[src/rtl/mc_control.sv]
// Multicycle MIPS sequencing controller: Moore FSM with memory-ready stalls and retired-instruction counter.
// Optional feature: define MC_ILLEGAL_TRAP_EN to make unknown opcodes trap in a sink state instead of acting as a NOP.
//
// state    | meaning
// FETCH    | read instruction at PC, PC+4 (waits on mem_ready)
// DECODE   | register read, branch target precompute
// MEMADR   | lw/sw effective address
// MEMRD    | data read (waits on mem_ready)
// MEMWR    | data write (waits on mem_ready)
// MEMWB    | lw register writeback
// EXECUTE  | R-type ALU operation
// ALUWB    | R-type register writeback
// BRANCH   | beq compare and conditional PC load
// ADDIEX   | addi ALU operation
// ADDIWB   | addi register writeback
// JUMP     | PC load from jump target
// ILLEGAL  | unknown opcode (NOP or trap)
module mc_control #(
    parameter int CNT_W = 32
) (
    input  logic             clk,
    input  logic             reset,
    input  logic [5:0]       op,
    input  logic [5:0]       funct,
    input  logic             zero,
    input  logic             mem_ready,
    output logic             iord,
    output logic             memwrite,
    output logic             irwrite,
    output logic             pcen,
    output logic             regdst,
    output logic             memtoreg,
    output logic             regwrite,
    output logic             alusrca,
    output logic [1:0]       alusrcb,
    output logic [1:0]       pcsrc,
    output logic [2:0]       alucontrol,
    output logic [CNT_W-1:0] instret,
    output logic             halted
);

    typedef enum logic [3:0] {
        S_FETCH, S_DECODE, S_MEMADR, S_MEMRD, S_MEMWR, S_MEMWB, S_EXECUTE,
        S_ALUWB, S_BRANCH, S_ADDIEX, S_ADDIWB, S_JUMP, S_ILLEGAL
    } state_t;

    localparam logic [5:0] OP_RTYPE = 6'b000000;
    localparam logic [5:0] OP_LW    = 6'b100011;
    localparam logic [5:0] OP_SW    = 6'b101011;
    localparam logic [5:0] OP_BEQ   = 6'b000100;
    localparam logic [5:0] OP_ADDI  = 6'b001000;
    localparam logic [5:0] OP_J     = 6'b000010;

    state_t           state_q, state_d;
    logic [CNT_W-1:0] instret_q, instret_d;
    logic             pcwrite, branch, retire;
    logic             irwrite_s, memwrite_s, regwrite_s;

    always_ff @(posedge clk or negedge reset) begin
        if (!reset) begin
            state_q   <= S_FETCH;
            instret_q <= '0;
        end else begin
            state_q   <= state_d;
            instret_q <= instret_d;
        end
    end

    always_comb begin
        state_d    = state_q;
        iord       = 1'b0;
        memwrite_s = 1'b0;
        irwrite_s  = 1'b0;
        pcwrite    = 1'b0;
        branch     = 1'b0;
        regdst     = 1'b0;
        memtoreg   = 1'b0;
        regwrite_s = 1'b0;
        alusrca    = 1'b0;
        alusrcb    = 2'b00;
        pcsrc      = 2'b00;
        alucontrol = 3'b010;
        retire     = 1'b0;
        case (state_q)
            S_FETCH: begin
                alusrcb   = 2'b01;
                irwrite_s = mem_ready;
                pcwrite   = mem_ready;
                if (mem_ready) state_d = S_DECODE;
            end
            S_DECODE: begin
                alusrcb = 2'b11;
                case (op)
                    OP_LW, OP_SW: state_d = S_MEMADR;
                    OP_RTYPE:     state_d = S_EXECUTE;
                    OP_BEQ:       state_d = S_BRANCH;
                    OP_ADDI:      state_d = S_ADDIEX;
                    OP_J:         state_d = S_JUMP;
                    default:      state_d = S_ILLEGAL;
                endcase
            end
            S_MEMADR: begin
                alusrca = 1'b1;
                alusrcb = 2'b10;
                state_d = (op == OP_LW) ? S_MEMRD : S_MEMWR;
            end
            S_MEMRD: begin
                iord = 1'b1;
                if (mem_ready) state_d = S_MEMWB;
            end
            S_MEMWR: begin
                // strobe stays up through the stall; memory commits on the ready cycle
                iord       = 1'b1;
                memwrite_s = 1'b1;
                if (mem_ready) begin
                    retire  = 1'b1;
                    state_d = S_FETCH;
                end
            end
            S_MEMWB: begin
                regwrite_s = 1'b1;
                memtoreg   = 1'b1;
                retire     = 1'b1;
                state_d    = S_FETCH;
            end
            S_EXECUTE: begin
                alusrca = 1'b1;
                case (funct)
                    6'b100010: alucontrol = 3'b110;
                    6'b100100: alucontrol = 3'b000;
                    6'b100101: alucontrol = 3'b001;
                    6'b101010: alucontrol = 3'b111;
                    default:   alucontrol = 3'b010;
                endcase
                state_d = S_ALUWB;
            end
            S_ALUWB: begin
                regdst     = 1'b1;
                regwrite_s = 1'b1;
                retire     = 1'b1;
                state_d    = S_FETCH;
            end
            S_BRANCH: begin
                alusrca    = 1'b1;
                alucontrol = 3'b110;
                branch     = 1'b1;
                pcsrc      = 2'b01;
                retire     = 1'b1;
                state_d    = S_FETCH;
            end
            S_ADDIEX: begin
                alusrca = 1'b1;
                alusrcb = 2'b10;
                state_d = S_ADDIWB;
            end
            S_ADDIWB: begin
                regwrite_s = 1'b1;
                retire     = 1'b1;
                state_d    = S_FETCH;
            end
            S_JUMP: begin
                pcsrc   = 2'b10;
                pcwrite = 1'b1;
                retire  = 1'b1;
                state_d = S_FETCH;
            end
            S_ILLEGAL: begin
`ifdef MC_ILLEGAL_TRAP_EN
                state_d = S_ILLEGAL;
`else
                retire  = 1'b1;
                state_d = S_FETCH;
`endif
            end
            default: state_d = S_FETCH;
        endcase
        instret_d = retire ? instret_q + CNT_W'(1) : instret_q;
    end

    // write enables are masked combinationally so nothing commits while reset is held
    assign irwrite  = irwrite_s & reset;
    assign memwrite = memwrite_s & reset;
    assign regwrite = regwrite_s & reset;
    assign pcen     = (pcwrite | (branch & zero)) & reset;
    assign instret  = instret_q;

`ifdef MC_ILLEGAL_TRAP_EN
    assign halted = (state_q == S_ILLEGAL);
`else
    assign halted = 1'b0;
`endif

endmodule

[config.mk]
export PLATFORM = sky130hd
export DESIGN_NAME = mc_control
export DESIGN_NICKNAME = d
export VERILOG_FILES = /design/src/rtl/mc_control.sv
export SDC_FILE = /design/constraint.sdc
export NUM_CORES = 1
export LEC_CHECK = 0
export CAP_MARGIN = 20
export CORE_MARGIN = 4
export CORE_UTILIZATION = 46
export DETAILED_ROUTE_END_ITERATION = 16
export PLACE_DENSITY = 0.79
export SYNTH_ARGS = -nofsm -noshare
export SYNTH_HDL_FRONTEND = slang
export SYNTH_SLANG_ARGS = --single-unit
[constraint.sdc]
create_clock -name clk -period 2.1 [get_ports clk]
set_input_delay 0.21 -clock clk [delete_from_list [all_inputs] [get_ports clk]]
set_output_delay 0.21 -clock clk [all_outputs]
set_load 0.02 [all_outputs]
; ---- After elaboration in Yosys (flattened, before gate mapping)
; Cells that the tools add are included.
[totals]
elab_cells = 63
inputBits = 16
regBits = 36
[op_classes]
n_addsub = 1
n_reduce_logical = 9
eq_ne = 24
muxes = 21
bitwise_logic = 6
[op_table]
columns = operator, count
row1 = "6-bit == test, second input constant", 6
row2 = "32-bit by 1-bit adder with 32-bit output, second input constant", 1
row3 = 4-bit case mux with 7 select lines, 1
row4 = "4-bit == test, second input constant", 5
row5 = 4-bit case mux with 5 select lines, 1
row6 = "4-bit by 3-bit == test with 1-bit output, second input constant", 4
row7 = 4-bit 2-to-1 mux, 3
row8 = 3-bit case mux with 4 select lines, 1
row9 = 1-bit 2-to-1 mux, 9
row10 = "4-bit by 2-bit == test with 1-bit output, second input constant", 2
row11 = "6-bit by 2-bit == test with 1-bit output, second input constant", 1
row12 = "6-bit by 3-bit == test with 1-bit output, second input constant", 1
row13 = "6-bit by 4-bit == test with 1-bit output, second input constant", 1
row14 = 6-bit logical NOT, 1
row15 = "2-bit != test, second input constant", 3
row16 = 2-bit case mux with 3 select lines, 1
row17 = 3-bit case mux with 2 select lines, 1
row18 = 2-bit OR reduction, 3
row19 = 6-bit OR reduction, 1
row20 = 1-bit AND, 5
row21 = "4-bit by 1-bit == test with 1-bit output, second input constant", 1
row22 = 4-bit logical NOT, 1
row23 = 1-bit case mux with 2 select lines, 2
row24 = 2-bit case mux with 2 select lines, 1
row25 = 5 further kinds, 5

; ---- Depth between registers and ports, before layout
; Gate-level depths: netlist (run 1).
[logic_depth]
ltp_word = 5
ltp_mapped = 7
depth_no_buf = 5

; ---- Least setup slack after synthesis (run 1)
; OpenSTA, ideal clock, no wires.
[synth_timing]
path_type = register to output
from = register state_q[0]
to = output alucontrol[1]
setup_slack_ns = 0.205
arrival_ns = 1.685
path_stages_with_launch = 4
required_ns = 1.890
path_buffers = 0
path_cell_list = dfrtp_1 > nand2b_1 > or4b_1 > or4b_1
[synth_via]
elab_chain_len = 2
elab_cells_between_ends = 3
cone_classes = eq/ne: 2 / mux: 1
[synth_rtl]
columns = element, line
row1 = start: declaration, 54  ; state_t state_q, state_d;
row2 = start signal: assignment, 64  ; state_q <= state_d;
row3 = 4-bit == test / 4-bit by 3-bit == test with 1-bit output (equally long branches), 84  ; case (state_q)
row4 = 3-bit case mux with 2 select lines (*), 84
row5 = end: declaration, 37  ; output logic [2:0] alucontrol,
; Every way passes the cells marked *; elsewhere a longest branch is shown, timed or not.

; ---- Worst setup path in the final report (run 1)
; Ends and elaborated chain as after synthesis.

==> run_results.csv, run 1 <==
group,metric,value,unit
status,status,"finished with violations",
status,failed_checks,"negative setup slack",
global_routing,grt_pass1_wl,8000,um
setup_path,rr_startpoint,"state_q[1]",
layout,instances_no_fill,334,
clock_tree,cts_tree,"built",
routing,top_layer_used,"met4",
placed_design,dp.cells,325,
layout,multiInputGateArea,1080,um2
flow_run,cap_violations,0,
global_routing,grt_pass1_vias,1686,
setup_path,worstSetupPathType,"flip-flop to output pin",
floorplan,io_pins,64,
routing,wl_per_cell,14.7,um
layout,fillers,334,
power,sw_frac_of_total,0.376,
timing,slew_headroom,0.631,
layout,nets,300,
timing,fin_skew,0.00873,ns
routing,vias,1793,
clock_tree,root_buffer,"clkbuf_8",
layout,syn_to_final_growth,42.0,%
setup_path,cp_slowest_stage_delay,0.51,ns
synthesis,ys_ff_latch,36,
timing,finalCriticalPeriod,2.17,ns
setup_path,critPathArrivalTime,1.96,ns
synthesis,netlist-cell-type-count,46,
clock_tree,cts-buffers-inserted,5,
global_routing,grt_max_degree,33,
clock_tree,cts_buffer_depth,2,
floorplan,die-area,5520,um2
setup_path,crit_path_cell_trace,"nand2b_4 > or4b_4 > or4b_4 > buf_6",
placed_design,place_ws,-0.289,ns
power,p_int,0.00165,W
routing,routedLengthMet1,2170,um
synthesis,synthCells,208,
routing,drc,0,
synthesis,synth_nets,225,
setup_path,crit_buf_inv,1,
synthesis,synth_edf_count,0,
placed_design,port_buffers,62,
hold_path,hold_path.class,"input pin to async pin",
global_routing,antenna_found_initial,0,
power,p_sw,0.000993,W
floorplan,core_area,4120,um2
placed_design,place_area,2750,um2
routing,first_pass_iters,4,
layout,ff_latch_area,901,um2
setup_path,rr_worst_depth,6,
setup_path,worstReg2RegEnd,"instret[26]",
routing,met3WireLength,306,um
synthesis,synth_area,2020,um2
setup_path,cp-start-kind,"flip-flop",
power,power,0.00264,W
timing,hold_slack,0.283,ns
power,combPwrFrac,0.442,
synthesis,async_flop_share,1.00,
timing,finalHoldViolations,0,
placed_design,gp_congestion,0.803,
placed_design,dp_hpwl,3630,um
routing,viasPerCell,5.37,
setup_path,critPathTopFamily,"simple AND/OR/NAND/NOR gates",
layout,drive_gt1_frac,0.116,
floorplan,die_x,74.3,um
power,power.density,920,nW/um2
timing,period_share,1.03,
setup_path,cpMostUsedCell,"or4b_4",
setup_path,crit_required,1.89,ns
routing,ant_nets,0,
timing,fmax,0.462,GHz
setup_path,cp_slowest_cell,"or4b_4",
routing,drt_iter0_markers,71,
floorplan,initial_core_util,0.491,
clock_tree,htree_levels,2,
timing,worst_slew_pin_slew,0.551,ns
layout,fin_area,2870,um2
timing,setup_viol,1,
setup_path,r2r_setup_slack,0.16,ns
routing,wl_met2,2360,um
setup_path,cp-end-kind,"output pin",
clock_tree,clkSlewWorstSetupHoldPaths,0.07,ns
power,ir_worst_vdd,0.438,mV
power,pwr-share-seq,0.332,
setup_path,cp_max_fo,2,
power,p_clk_frac,0.226,
timing,rsz0062_at_grt,"yes",
floorplan,num_rows,23,
timing,layout_setup_ws,-0.0667,ns
global_routing,grt_usage,0.189,
synthesis,yosysWarnings,0,
synthesis,syn_avg_cell_area,9.71,um2
layout,n_antenna_cell,0,
power,p_leak,1.31,nW
floorplan,die_y,74.3,um
global_routing,grt_remaining_overflow,0,
clock_tree,numClockSinks,36,
timing,final_max_slew_viol_count,0,
routing,wirelength,4910,um
synthesis,yosysSeqAreaShare,0.446,
clock_tree,insertion_delay,0.29,ns
synthesis,ys.flop_type,"dfrtp_1",
kinds of logic after synthesis:
family / synth area share
AND/OR/NAND/NOR: 0.290
XOR/XNOR: 0.139
flip-flops: 0.446
other: 0.00186
buffers and inverters: 0.0260
adder cells (fa/ha/maj): 0.00619
multiplexers: 0.0204
AO/OA/AOI/OAI: 0.0712
worst max path at each step:
stage / from / end / slack [ns] / cells past startpoint
after floorplan: state_q[0] / alucontrol[1] / 0.20 / 3
after global placement: funct[4] / alucontrol[1] / -0.25 / 4
after detailed placement: funct[4] / alucontrol[1] / -0.29 / 4
after CTS: state_q[0] / alucontrol[1] / -0.12 / 4
after global routing: state_q[0] / alucontrol[1] / -0.13 / 4
final: state_q[0] / alucontrol[1] / -0.07 / 4
synthesized netlist by cell type (2+ instances only):
cell	count	area, um2
buf_4	2	15.0
xor2_1	9	78.8
nand3_1	15	75.1
xnor2_1	23	201
and4_1	4	35.0
o21bai_1	2	15.0
nor3_1	7	35.0
clkbuf_1	3	11.3
nor4b_4	2	47.6
nand4_1	9	56.3
or4b_1	2	20.0
a21oi_1	4	20.0
nand2b_1	3	18.8
nor2_1	20	75.1
or3_1	2	12.5
nor4_1	3	18.8
mux2i_1	3	30.0
and3_1	5	31.3
o31ai_1	3	22.5
nor3b_1	2	15.0
nand2_1	23	86.3
inv_1	3	11.3
dfrtp_1	36	901
metrics by stage:
step	TNS (ns)	utilization
floorplan	0	-
global placement	-0.438	0.668
detailed placement	-0.559	0.668
CTS	-0.116	0.692
global route	-0.134	0.697
finish	-0.0667	0.697
what timing repair did:
action | CTS | global route
gates resized for setup | 18 | 9
setup buffers | 0 | 0
hold buffers | 1 | 0
setup endpoints to repair | 10 | 6
endpoints found under the hold margin | 4 | 0
registers in the layout (all words and copies together) (netlist names):
| signal | count |
|---|---|
| instret | 32 |
| state_q | 4 |
per-layer routing:
layer | vias to the layer above | track usage
met2 | 53 | 0.301
li1 | 897 | -
met4 | 0 | 0.0711
met5 | - | 0
met3 | 9 | 0.0446
met1 | 834 | 0.250
cell type report:
class / instances / share of cell area
Tap cell: 50 / 0.0218
Sequential cell: 36 / 0.314
Multi-Input combinational cell: 162 / 0.377
Inverter: 3 / 0.00392
Clock buffer: 6 / 0.0253
Timing Repair Buffer: 75 / 0.246
Clock inverter: 2 / 0.0122
worst reg2reg max path: stages (launching register included):
cell and delay, ns:
dfrtp_1 0.41, buf_4 0.20, nor2_1 0.16, a221o_2 0.23, nor4b_4 0.50, nand4_1 0.18, xnor2_1 0.15
power by group through the flow:
| stage | clock network, W | registers (W) | logic (W) |
|---|---|---|---|
| final | 0.000596 | 0.000878 | 0.00117 |
| after global placement | 0 | 0.000882 | 0.00118 |
| after detailed placement | 0 | 0.000886 | 0.00120 |
| after CTS | 0.000607 | 0.000874 | 0.00117 |
| after global routing | 0.000640 | 0.000895 | 0.00127 |
| after floorplan | 0 | 0.000943 | 0.000658 |
placed cells by master, fill, tap and decap left out, types with 2 or more instances in the layout:
master and n:
nor2_1 20, nand2_1 23, clkdlybuf4s50_1 48, buf_4 12
dlymetal6s2s_1 3, nor3b_1 2, xnor2_1 23, nor3_1 7
o21bai_1 2, dlygate4sd2_1 7, nand3_1 15, nand4_1 9
nor4b_4 2, xor2_1 9, or3_1 2, dfrtp_1 36
nand2b_1 2, a21oi_1 4, and3_1 5, mux2i_1 3
clkbuf_8 5, o31ai_1 3, and4_1 4, nor4_1 3
inv_1 3, or4b_4 2, buf_2 3
Power figures use the tool's default switching activity.
==> run 2, diff against run 1 <==
Settings changed: MAX_ROUTING_LAYER set to met4.
==> run 2 against run 1 <==
  * The run still ends with negative setup slack left
  * Sequential cell count did not move
  * Worst hold slack worse by 0.0025 ns
  * Sequential power hardly changed
  * Total power is essentially flat
  * Non-clock buffer count stayed put
  * Critical path depth is the same
  * Wire length is essentially flat
  * Count of clock-buffer cells in the layout is the same
  * Clock skew about the same
  * Final cell count is the same
  * Critical path type unchanged
==> run_results.csv, run 2 (synthesis gave the netlist of run 1 again) <==
group,metric,value,unit
clock_tree,cts_tree,"built",
clock_tree,insertion_delay,0.29,ns
clock_tree,cts_buffer_depth,2,
global_routing,grt_pass1_wl,8000,um
layout,syn_to_final_growth,42.0,%
setup_path,critPathTopFamily,"simple AND/OR/NAND/NOR gates",
routing,wirelength,4910,um
timing,finalHoldViolations,0,
status,failed_checks,"negative setup slack",
timing,worst_slew_pin_slew,0.546,ns
global_routing,grt_pass1_vias,1691,
layout,largest_reg_flops,32,
timing,rsz0062_at_grt,"yes",
routing,ant_nets,0,
power,p_leak,1.31,nW
timing,fin_skew,0.00899,ns
power,power.density,921,nW/um2
timing,fmax,0.461,GHz
placed_design,gp_congestion,0.814,
setup_path,cp-start-kind,"flip-flop",
timing,slew_headroom,0.634,
clock_tree,htree_levels,2,
routing,vias,1805,
global_routing,antenna_found_initial,0,
setup_path,crit_buf_inv,1,
status,status,"finished with violations",
layout,layout_commonest_cell,"clkdlybuf4s50_1",
routing,drc,0,
routing,wl_per_cell,14.7,um
setup_path,worstSetupPathType,"flip-flop to output pin",
timing,layout_setup_ws,-0.0690,ns
timing,final_max_slew_viol_count,0,
global_routing,grt_remaining_overflow,0,
floorplan,io_pins,64,
placed_design,dp_hpwl,3630,um
clock_tree,numClockSinks,36,
hold_path,hold_path.class,"input pin to async pin",
layout,n_antenna_cell,0,
setup_path,crit_path_cell_trace,"nand2b_4 > or4b_4 > or4b_4 > buf_6",
timing,tns,-0.0690,ns
setup_path,crit_required,1.89,ns
setup_path,cp_slowest_stage_delay,0.51,ns
clock_tree,post-cts-setup-buffers,0,
setup_path,critPathArrivalTime,1.96,ns
placed_design,port_buffers,62,
routing,viasPerCell,5.40,
layout,nets,300,
clock_tree,root_buffer,"clkbuf_8",
floorplan,die-area,5520,um2
setup_path,cp_max_fo,2,
setup_path,cp_slowest_cell,"or4b_4",
layout,final_cell_mix,"clkdlybuf4s50_1, dfrtp_1, nand2_1, xnor2_1, nor2_1",
timing,finalCriticalPeriod,2.17,ns
clock_tree,cts-buffers-inserted,5,
layout,fin_area,2870,um2
setup_path,cp-end-kind,"output pin",
routing,drt_iter0_markers,78,
placed_design,place_area,2750,um2
floorplan,initial_core_util,0.491,
floorplan,core_area,4120,um2
setup_path,cpMostUsedCell,"or4b_4",
floorplan,die_y,74.3,um
global_routing,grt_max_degree,33,
power,power,0.00264,W
layout,drive_gt1_frac,0.116,
timing,setup_viol,1,
flow_run,cap_violations,0,
power,ir_worst_vdd,0.437,mV
timing,period_share,1.03,
floorplan,die_x,74.3,um
floorplan,num_rows,23,
global_routing,grt_usage,0.194,
clock_tree,clkSlewWorstSetupHoldPaths,0.07,ns
routing,first_pass_iters,4,
run 2: cell counts in the layout (fill, tap and decap cells not counted):
Identical to the previous run, type by type.
run 2: layout make-up:
| class | count | area (um2) |
|---|---|---|
| clock buffers | 6 | 72.6 |
| clock inverters | 2 | 35.0 |
| fillers | 334 | 1240 |
| inverters | 3 | 11.3 |
| multi-input cells | 162 | 1080 |
| flip-flops and latches | 36 | 901 |
| well taps | 50 | 62.6 |
| repair buffers | 75 | 706 |
run 2: routing by layer:
layer / GRT usage / wire length [um]
met1: 0.249 / 2190
met4: 0.0711 / 75
met2: 0.301 / 2350
met3: 0.0446 / 291
met5: - / 0
run 2: power by group:
part,internal [W],switching (W),total [W],leakage [nW]
Sequential,0.000780,0.0000976,0.000877,0.491
Combinational,0.000517,0.000652,0.00117,0.767
Clock,0.000352,0.000245,0.000597,0.0552
Total,0.00165,0.000995,0.00264,1.31
run 2: stage by stage:
stage | util | setup WS, ns | instances | hold slack, ns
after floorplan | - | 0.205 | 208 | -0.0856
after global placement | 0.668 | -0.248 | 325 | 0.0549
after detailed placement | 0.668 | -0.289 | 325 | 0.0537
after CTS | 0.692 | -0.116 | 334 | 0.288
after global routing | 0.697 | -0.132 | 334 | 0.300
final | 0.697 | -0.0690 | 334 | 0.280
run 2: worst paths after layout:
kind                              from       endpoint  slack, ns  cells after the start
max                         state_q[0]  alucontrol[1]      -0.07                      4
min                              reset     state_q[0]       0.28                      2
max reg2reg                 instret[6]    instret[26]       0.17                      5
min reg2reg                instret[31]    instret[31]       0.48                      1
max in group asynchronous        reset    instret[18]       1.18                      3
min in group clk           instret[31]    instret[31]       0.48                      1
run 2: what timing repair did:
action | 4_1_cts | 5_1_grt
gates resized for setup | 18 | 9
setup endpoints to repair | 10 | 6
hold buffers | 1 | 0
hold endpoints to repair | 4 | 0
run 2: worst register-to-register path: cells and delay by family, from the launching register on:
family        cells  cell delay [ns]
xor+xnor          1             0.15
flops             1             0.44
simple gates      4             1.23
==> run 3, diff against run 2 <==
Settings changed: PLACE_DENSITY 0.79 to not set, PLACE_DENSITY_LB_ADDON set to 0.08.
==> run 3 against run 2 <==
  * The flow still finishes with violations (negative setup slack)
  * Die area is the same
  * Sequential share of layout area grew 0.21 points
  * Global-route usage shrank 0.72 points
  * Register-to-register slack lost 0.02 ns
  * Count of clock-buffer cells in the layout is the same
  * Worst hold slack lost 0.0070 ns
  * Sequential power is essentially flat
  * Combinational power is essentially flat
  * Core utilization shrank 0.46 points
  * Maximum frequency is essentially flat
==> run_results.csv, run 3 (synthesis gave the netlist of run 1 again) <==
group,metric,value,unit
status,status,"finished with violations",
status,failed_checks,"negative setup slack",
timing,period_share,1.03,
floorplan,die_x,74.3,um
clock_tree,numClockSinks,36,
global_routing,antenna_found_initial,0,
layout,layout_commonest_cell,"clkdlybuf4s50_1",
clock_tree,insertion_delay,0.29,ns
power,power.density,880,nW/um2
layout,nets,301,
timing,fmax,0.461,GHz
setup_path,cp-end-kind,"output pin",
setup_path,cp-start-kind,"flip-flop",
setup_path,rr_worst_depth,6,
timing,hold_slack,0.273,ns
placed_design,port_buffers,62,
timing,final_max_slew_viol_count,0,
routing,ant_nets,0,
routing,viasPerCell,5.40,
routing,drc,0,
clock_tree,cts_tree,"built",
power,p_clk_frac,0.181,
power,pwr-share-seq,0.351,
layout,drive_gt1_frac,0.123,
timing,slew_headroom,0.645,
layout,final_cell_mix,"clkdlybuf4s50_1, dfrtp_1, nand2_1, xnor2_1, nor2_1",
setup_path,cp_slowest_stage_delay,0.51,ns
power,combPwrFrac,0.468,
placed_design,dp.cells,326,
setup_path,cp-endpoint,"alucontrol[1]",
clock_tree,post-cts-setup-buffers,0,
global_routing,grt_max_degree,33,
placed_design,dp_hpwl,3540,um
timing,setup_viol,1,
global_routing,grt_usage,0.187,
layout,n_antenna_cell,0,
timing,layout_setup_ws,-0.0682,ns
routing,first_pass_iters,4,
floorplan,initial_core_util,0.491,
timing,fin_skew,0.00805,ns
floorplan,die-area,5520,um2
layout,instances_no_fill,334,
timing,finalHoldViolations,0,
setup_path,crit_path_cell_trace,"nand2b_4 > or4b_4 > or4b_4 > buf_6",
global_routing,grt_remaining_overflow,0,
power,p_sw,0.000979,W
clock_tree,cts-buffers-inserted,5,
placed_design,gp_congestion,0.877,
power,power,0.00251,W
routing,vias,1804,
setup_path,worstSetupPathType,"flip-flop to output pin",
floorplan,die_y,74.3,um
setup_path,crit_required,1.89,ns
routing,wl_per_cell,14.3,um
setup_path,rr_startpoint,"state_q[1]",
setup_path,critPathArrivalTime,1.96,ns
timing,finalCriticalPeriod,2.17,ns
global_routing,grt_pass1_wl,7750,um
layout,utilization,0.693,
routing,routedLengthMet1,2230,um
clock_tree,htree_levels,2,
setup_path,cp_max_fo,2,
hold_path,hold_path.class,"input pin to async pin",
setup_path,r2r_setup_slack,0.15,ns
power,p_leak,1.28,nW
routing,drt_iter0_markers,86,
layout,largest_reg_flops,32,
setup_path,startpoint,"state_q[0]",
timing,worst_slew_pin_slew,0.530,ns
routing,top_layer_used,"met4",
setup_path,cpMostUsedCell,"or4b_4",
setup_path,worstReg2RegEnd,"instret[19]",
clock_tree,root_buffer,"clkbuf_8",
layout,syn_to_final_growth,41.1,%
power,p_int,0.00153,W
setup_path,cp_slowest_cell,"or4b_4",
power,sw_frac_of_total,0.390,
routing,wirelength,4790,um
clock_tree,clkSlewWorstSetupHoldPaths,0.07,ns
floorplan,io_pins,64,
power,ir_worst_vdd,0.568,mV
floorplan,num_rows,23,
timing,rsz0062_at_grt,"yes",
flow_run,cap_violations,0,
routing,met3WireLength,312,um
clock_tree,cts_buffer_depth,2,
layout,fillers,345,
global_routing,grt_pass1_vias,1685,
routing,wl_met2,2190,um
timing,tns,-0.0682,ns
floorplan,core_area,4120,um2
-- run 3: worst max-delay path, delay by kind of cell, from the launching register on --
| family | cells | cell delay (ns) |
|---|---|---|
| and+or+nand+nor | 3 | 1.14 |
| DFF | 1 | 0.38 |
| buffers and inverters | 1 | 0.14 |
-- run 3: routing by layer --
layer  vias up  global-route usage
li1        890                   -
met1       860               0.241
met2        48               0.290
met3         6              0.0595
met4         0              0.0415
met5         -                   -
-- run 3: how the worst min path moves through the flow --
stage | end | slack [ns] | depth (start not counted)
global placement | state_q[1] | 0.04 | 1
CTS | state_q[0] | 0.27 | 2
finish | state_q[0] | 0.27 | 2
floorplan | instret[0] | -0.09 | 0
detailed placement | state_q[0] | 0.05 | 1
global route | state_q[2] | 0.28 | 2
-- run 3: cell type report --
cell class / instances / area (um2) / area share
Multi-Input combinational cell: 162 / 1080 / 0.380
Sequential cell: 36 / 901 / 0.316
Timing Repair Buffer: 76 / 713 / 0.250
Clock inverter: 1 / 5.00 / 0.00176
Inverter: 3 / 15.0 / 0.00527
Clock buffer: 6 / 72.6 / 0.0254
Tap cell: 50 / 62.6 / 0.0219
-- run 3: repair_timing --
item / 4_1_cts / 5_1_grt
endpoints found under the hold margin: 4 / 0
hold buffers: 1 / 0
gates resized for setup: 19 / 11
setup endpoints to repair: 11 / 6
gates cloned: 0 / 0
-- run 3: through the flow --
stage	cell area (um2)	setup WS (ns)
floorplan	2020	0.205
global placement	2760	-0.261
detailed placement	2760	-0.271
CTS	2820	-0.110
global route	2850	-0.121
finish	2850	-0.0682
-- run 3: power by group through the flow --
stage | clock network [W] | registers [W] | logic, W
6_report | 0.000455 | 0.000880 | 0.00117
4_1_cts | 0.000475 | 0.000875 | 0.00117
3_5_place_dp | 0 | 0.000886 | 0.00121
5_1_grt | 0.000499 | 0.000896 | 0.00127
3_3_place_gp | 0 | 0.000882 | 0.00120
2_1_floorplan | 0 | 0.000943 | 0.000658
